==> src/rtl/unidade_controle_lobinho.sv <==
// Control unit for the werewolf ("lobinho") game: seed draw, per-player turns and night resolution.
// Moore FSM; control outputs are registered copies of the decode of the state being entered.
module unidade_controle_lobinho (
  input  logic       clock,
  input  logic       reset,
  input  logic       iniciar,
  input  logic       confirmar,
  input  logic       reiniciar,
  input  logic       CJ_fim,
  output logic       zera_CS,
  output logic       inc_seed,
  output logic       e_seed_reg,
  output logic       rst_global,
  output logic       zera_CJ,
  output logic       inc_jogador,
  output logic       mostra_classe,
  output logic       processar_acao,
  output logic       avaliar_eliminacao,
  output logic       pronto,
  output logic       noite_concluida,
  output logic [2:0] rodada,
  output logic [3:0] db_estado
);

  typedef enum logic [3:0] {
    INICIAL    = 4'd0,
    SORTEIO    = 4'd1,
    ESPERA_ROM = 4'd2,
    REGISTRA   = 4'd3,
    NOVA_NOITE = 4'd4,
    MOSTRA     = 4'd5,
    PROCESSA   = 4'd6,
    PROXIMO    = 4'd7,
    AVALIA     = 4'd8,
    FIM_NOITE  = 4'd9
  } state_t;

  typedef struct packed {
    logic zera_cs;
    logic inc_seed;
    logic e_seed_reg;
    logic rst_global;
    logic zera_cj;
    logic inc_jogador;
    logic mostra_classe;
    logic processar_acao;
    logic avaliar_eliminacao;
    logic pronto;
    logic noite_concluida;
  } ctrl_t;

  // Plain vector rather than state_t so codes 10-15 are representable and recover.
  logic [3:0] state_q, state_d;
  ctrl_t      ctrl_q, ctrl_d;
  logic [2:0] rodada_q, rodada_d;

  function automatic ctrl_t decode(input logic [3:0] s);
    ctrl_t c;
    c = '0;
    case (s)
      INICIAL:    begin c.rst_global = 1'b1; c.zera_cs = 1'b1; end
      SORTEIO:    begin c.inc_seed = 1'b1; c.pronto = 1'b1; end
      REGISTRA:   c.e_seed_reg = 1'b1;
      NOVA_NOITE: c.zera_cj = 1'b1;
      MOSTRA:     c.mostra_classe = 1'b1;
      PROCESSA:   begin c.mostra_classe = 1'b1; c.processar_acao = 1'b1; end
      PROXIMO:    c.inc_jogador = 1'b1;
      AVALIA:     c.avaliar_eliminacao = 1'b1;
      FIM_NOITE:  c.noite_concluida = 1'b1;
      default:    c = '0;
    endcase
    return c;
  endfunction

  always_comb begin
    state_d = state_q;
    case (state_q)
      INICIAL:    state_d = SORTEIO;
      SORTEIO:    if (iniciar) state_d = ESPERA_ROM;
      ESPERA_ROM: state_d = REGISTRA;
      REGISTRA:   state_d = NOVA_NOITE;
      NOVA_NOITE: state_d = MOSTRA;
      MOSTRA:     if (confirmar) state_d = PROCESSA;
      PROCESSA:   state_d = CJ_fim ? AVALIA : PROXIMO;
      PROXIMO:    state_d = MOSTRA;
      AVALIA:     state_d = FIM_NOITE;
      FIM_NOITE:  if (confirmar) state_d = NOVA_NOITE;
      default:    state_d = INICIAL;
    endcase
    if (reiniciar && state_q != INICIAL) state_d = INICIAL;

    rodada_d = rodada_q;
    if (state_d == INICIAL)                        rodada_d = 3'd0;
    else if (state_q == AVALIA && rodada_q != 3'd7) rodada_d = rodada_q + 3'd1;

    ctrl_d = decode(state_d);
  end

  always_ff @(posedge clock) begin
    if (reset) begin
      state_q  <= INICIAL;
      rodada_q <= 3'd0;
      ctrl_q   <= decode(INICIAL);
    end else begin
      state_q  <= state_d;
      rodada_q <= rodada_d;
      ctrl_q   <= ctrl_d;
    end
  end

  assign zera_CS            = ctrl_q.zera_cs;
  assign inc_seed           = ctrl_q.inc_seed;
  assign e_seed_reg         = ctrl_q.e_seed_reg;
  assign rst_global         = ctrl_q.rst_global;
  assign zera_CJ            = ctrl_q.zera_cj;
  assign inc_jogador        = ctrl_q.inc_jogador;
  assign mostra_classe      = ctrl_q.mostra_classe;
  assign processar_acao     = ctrl_q.processar_acao;
  assign avaliar_eliminacao = ctrl_q.avaliar_eliminacao;
  assign pronto             = ctrl_q.pronto;
  assign noite_concluida    = ctrl_q.noite_concluida;
  assign rodada             = rodada_q;
  assign db_estado          = state_q;

endmodule

==> config.mk <==
export PLATFORM = sky130hd
export DESIGN_NAME = unidade_controle_lobinho
export DESIGN_NICKNAME = d
export VERILOG_FILES = /design/src/rtl/unidade_controle_lobinho.sv
export SDC_FILE = /design/constraint.sdc
export NUM_CORES = 1
export LEC_CHECK = 0
export ABC_CLOCK_PERIOD_IN_PS = 2100
export CAP_MARGIN = 20
export CORE_UTILIZATION = 44
export CTS_CLUSTER_DIAMETER = 150
export CTS_CLUSTER_SIZE = 14
export DETAILED_ROUTE_END_ITERATION = 10
export PLACE_DENSITY = 0.76
export RECOVER_POWER = 25
export SLEW_MARGIN = 10
export SYNTH_ARGS = -nofsm -noshare
export SYNTH_HDL_FRONTEND = slang
export SYNTH_SLANG_ARGS = --single-unit
==> constraint.sdc <==
create_clock -name clock -period 2.1 [get_ports clock]
set_clock_uncertainty 0.1 [all_clocks]
set_input_delay 0.21 -clock clock [delete_from_list [all_inputs] [get_ports clock]]
set_output_delay 0.21 -clock clock [all_outputs]
set_load 0.02 [all_outputs]
[After elaboration in Yosys (flattened, before gate mapping)]
Cells that the tools add are included.
Cells by class
  mux-type cells: 15
  eq/ne operators: 18
  add/sub/neg operators: 1
  reductions and logical operators: 8
Operators by type and width (number)
  4-bit case mux with 9 select lines: 1
  4-bit by 3-bit equality test with 1-bit output (second input constant): 8
  4-bit two-way mux: 5
  4-bit equality test (second input constant): 4
  4-bit by 2-bit equality test with 1-bit output (second input constant): 3
  1-bit two-way mux: 9
  4-bit by 1-bit equality test with 1-bit output (second input constant): 2
  4-bit logical NOT: 2
  2-bit OR reduction: 3
  4-bit nonzero test: 1
  3-bit by 1-bit adder with 3-bit output (second input constant): 1
  3-bit inequality test (second input constant): 1
  1-bit logical AND: 2
Storage, ports and cells
  word-level logic and storage cells: 53
  bits in registers: 16
  input port bits: 6

[Logic depth before layout (Yosys ltp)]
  depth after elaboration: 7
  mapped depth: 6
  mapped depth without buffers: 5

[Worst setup path after synthesis]
Ideal clock, no wire load.
  kind: register -> register
  from: register state_q[3], in the netlist db_estado[3]
  to: register rodada_q[0], in the netlist rodada[0]
  arrival time: 1.479 ns
  clock period less this slack: 1.693 ns
  path slack: 0.407 ns
  cell stages (with the launch flop): 6
  data required time: 1.885 ns
  buffers on the path: 1
  library setup time: 0.115 ns
  path through: dfxtp_1 -> or3b_4 -> or3_1 -> buf_2 -> xor2_1 -> nor2_2
On the way
  longest elaborated chain between the ends: 6
  elaborated cells on any way between the ends: 21
Ends and longest elaborated chain
  start, declared: RTL line 53  | logic [3:0] state_q, state_d;
  start signal, assigned: RTL line 105  | state_q <= state_d;
  4-bit by 3-bit equality test with 1-bit output: RTL line 77  | case (state_q)
  2-bit OR reduction (no source line)
  4-bit case mux with 9 select lines: RTL line 77
  4-bit two-way mux: RTL line 90  | if (reiniciar && state_q != INICIAL) state_d = INICIAL;
  4-bit logical NOT: RTL line 93  | if (state_d == INICIAL) rodada_d = 3'd0;
  2-bit OR reduction (no source line)
  end signal, assigned: RTL line 106  | rodada_q <= rodada_d;
  end, declared: RTL line 55  | logic [2:0] rodada_q, rodada_d;
Several ways; a longest one is shown, not always the timed one.
A chain may end at the register's enable or synchronous reset.

[Worst setup path in the final report]
  from: register state_q[0], in the netlist db_estado[0]
  to: output port db_estado[0]
RTL lines
  end, declared: RTL line 22  | output logic [3:0] db_estado
No word-level cell between the ends.

==> summary.md <==
| Metric | Value |
|---|---|
| Outcome | finished with violations |
| Failing checks | design-rule violations |
| Setup bufs post-CTS | 0 |
| Core box area | 0.00158 mm² |
| CP Capture Type | output pin |
| Final Critical Period | 1.85 ns |
| Worst-Skew Late Latency | 0.28 ns |
| Tcrit/Tclk final | 0.881 |
| CP Class | reg -> out |
| Register area share after synthesis | 0.412 |
| Reg clk slew, reported paths | 0.09 ns |
| First-pass GRT wire length | 2500 µm |
| Cell Count, Final, Fillers Out | 122 |
| Mux cell area share after synthesis | 0.0386 |
| Crit path largest cell delay | 0.69 ns |
| Grt ovf | 0 |
| Unrepaired setup endpoints after global routing | false |
| CP cell instances | clkdlybuf4s50_1 |
| Maximum clock path buffer count | 2 |
| Max-Cap Viols | 0 |
| PD cells | 658 mW/mm² |
| Initial Util | 0.493 |
| Clk pwr share | 0.297 |
| Slew @ Worst Pin | 0.398 ns |
| Post-synthesis simple-gate area fraction | 0.308 |
| Crit path DAT | 1.54 ns |
| Combinational family with the most area after synthesis | simple AND/OR/NAND/NOR gates |
| Post-synth net total | 94 |
| Worst-case vdd ir drop | 0.418 mV |
| Die Y | 44.0 µm |
| Cells after synthesis | 86 |
| Ports | 24 |
| Pint | 0.489 mW |
| Placed Cells | 118 |
| Largest register FFs | 4 |
| P_sw | 0.178 mW |
| Sw Share | 0.267 |
| Ant. Diodes | 0 |
| Setup TNS | 0 ns |
| WP buf/inv | 1 |
| Layout cell share with drive strength beyond 1 | 0.104 |
| CTS tree | yes |
| Power Total | 0.667 mW |
| Synth Area in Compound Gates | 0.119 |
| Wire length per cell | 12.2 µm |
| Placed Area | 977 µm² |
| Via count of the routed design | 657 |
| Synth Area in Adders | 0.0322 |
| Cell Area, Synth | 777 µm² |
| IO buf count | 23 |
| Largest net degree at the start of global routing | 13 |
| Post-synth cell types | 33 |
| Slew Limit Headroom | 0.734 |
| CTS resizes | 0 |
| Ys Warns | 0 |
| Hpwl dp | 1120 µm |
| Root buf cell | clkbuf_4 |
| Max Slew Vio Count | 0 |
| Global Route Usage Sum | 0.176 |
| Post-Synth XOR/XNOR Area | 0.0113 |
| Hold Vio Cnt, Final | 0 |
| Slowest cell on the critical path | clkdlybuf4s50_1 |
| #FFs+latches synth | 16 |
| Cts hold-fix bufs | 0 |
| Final instance area | 0.00101 mm² |
| GP Congestion | 0.876 |
| Post-route ant nets | 0 |
| Cts bufs inserted | 3 |
| CP top delay family | buffers and inverters |
| Type of the worst min-delay path | reg -> reg |
| Initial antenna violation count | 0 |
| Area Growth Syn to Fin | 30.4% |
| Iter 0 DRT Violations | 15 |
| Comb pwr share | 0.203 |
| Required @ worst endpoint | 1.79 ns |
| Critical path launch point type | flip-flop |
| Number of iterations in the first detailed-routing pass | 9 |
| Vias in the first global route | 583 |
| Nets | 115 |
| Via density per instance | 5.39 |
| H-tree Lvls | 1 |
| Syn Area/Cell | 9.03 µm² |
| CP max FO | 12 |
| Count of endpoints failing setup in the final report | 0 |
| Post-Place Worst Slack | 0.179 ns |
| Number of core rows | 14 |
| # DRC | 1 |
| Clk sinks | 16 |
| Die ar. | 0.00194 mm² |
| Final wirelength | 1490 µm |
| Reg power frac | 0.499 |
| Die width | 44.0 µm |
| Setup ws final | 0.249 ns |
| Highest Clock Rate | 540 MHz |
| Leakage power | 0.443 nW |
[power by group through the flow]
stage	logic [mW]	registers [mW]	clock network (mW)
finish	0.136	0.333	0.198
global route	0.148	0.336	0.215
CTS	0.137	0.334	0.203
detailed placement	0.136	0.341	0
global placement	0.135	0.341	0
floorplan	0.0856	0.345	0
[metal layers]
| layer | share of wire | GRT usage |
|---|---|---|
| met1 | 0.45 | 0.208 |
| met2 | 0.49 | 0.300 |
| met3 | 0.055 | 0.0612 |
| met4 | 0.0067 | 0.0545 |
| met5 | 0 | 0 |
[cell type report]
| type | count | area (µm²) |
|---|---|---|
| Sequential cell | 16 | 320 |
| Multi-Input combinational cell | 60 | 395 |
| Inverter | 3 | 11.3 |
| Fill cell | 132 | 563 |
| Timing Repair Buffer | 23 | 230 |
| Tap cell | 16 | 20.0 |
| Clock buffer | 4 | 36.3 |
[synth_stat cells, drive strengths merged]
cell	instances	area (µm²)
or3	2	17.5
a2111oi	1	15.0
nor2	11	43.8
nand4b	1	8.76
a21oi	4	20.0
nor3b	1	7.51
buf	7	50.0
mux2i	3	30.0
and4	1	8.76
a21o	1	8.76
nand2	7	26.3
xor2	1	8.76
nor3	4	20.0
and4bb	1	12.5
nor2b	4	25.0
o22ai	2	12.5
a211oi	1	7.51
nand3b	2	15.0
or3b	1	11.3
ha	2	25.0
o21ai	4	20.0
nand2b	3	28.8
a2bb2oi	1	8.76
and2b	1	7.51
dfxtp	16	320
and2	1	6.26
inv	3	11.3
[layout by cell type, fill, tap and decap left out]
cell,n
a2bb2oi_1,1
a2111oi_2,1
xor2_1,1
ha_1,2
dlygate4sd3_1,7
nor3_1,4
nand2b_1,1
nand2b_4,1
o22ai_1,2
and2b_1,1
o21ai_0,3
and4bb_1,1
or3_1,1
a21o_2,1
o21ai_1,1
and2_1,1
mux2i_1,3
nand4b_1,1
clkbuf_8,1
a211oi_1,1
dfxtp_1,16
nor3b_1,1
and4_1,1
or3_4,1
a21oi_1,4
nand2b_2,1
inv_1,3
nor2_1,10
nand3b_1,2
clkdlybuf4s50_1,16
nor2_2,1
or3b_4,1
nor2b_1,4
clkbuf_4,3
nand2_1,7
[kinds of logic after synthesis]
| logic type | count (synthesis) |
|---|---|
| fa+ha+maj | 2 |
| simple gates | 40 |
| compound gates | 14 |
| buf+inv | 10 |
| flops | 16 |
| xor+xnor | 1 |
| mux | 3 |
[worst paths after layout]
check                    start      endpoint  slack, ns  cells past startpoint
hold / removal       rodada[1]     rodada[1]       0.46                      2
setup / recovery  db_estado[0]  db_estado[0]       0.25                      1
hold reg to reg      rodada[1]     rodada[1]       0.46                      2
setup reg to reg  db_estado[3]     rodada[2]       0.26                      4
[per-stage QoR]
stage               hold WS, ns  utilization
floorplan                 0.182            -
global placement          0.412        0.620
detailed placement        0.442        0.620
CTS                       0.455        0.643
global route              0.484        0.643
finish                    0.463        0.643
Note: power is estimated with default switching activity, not from simulation.
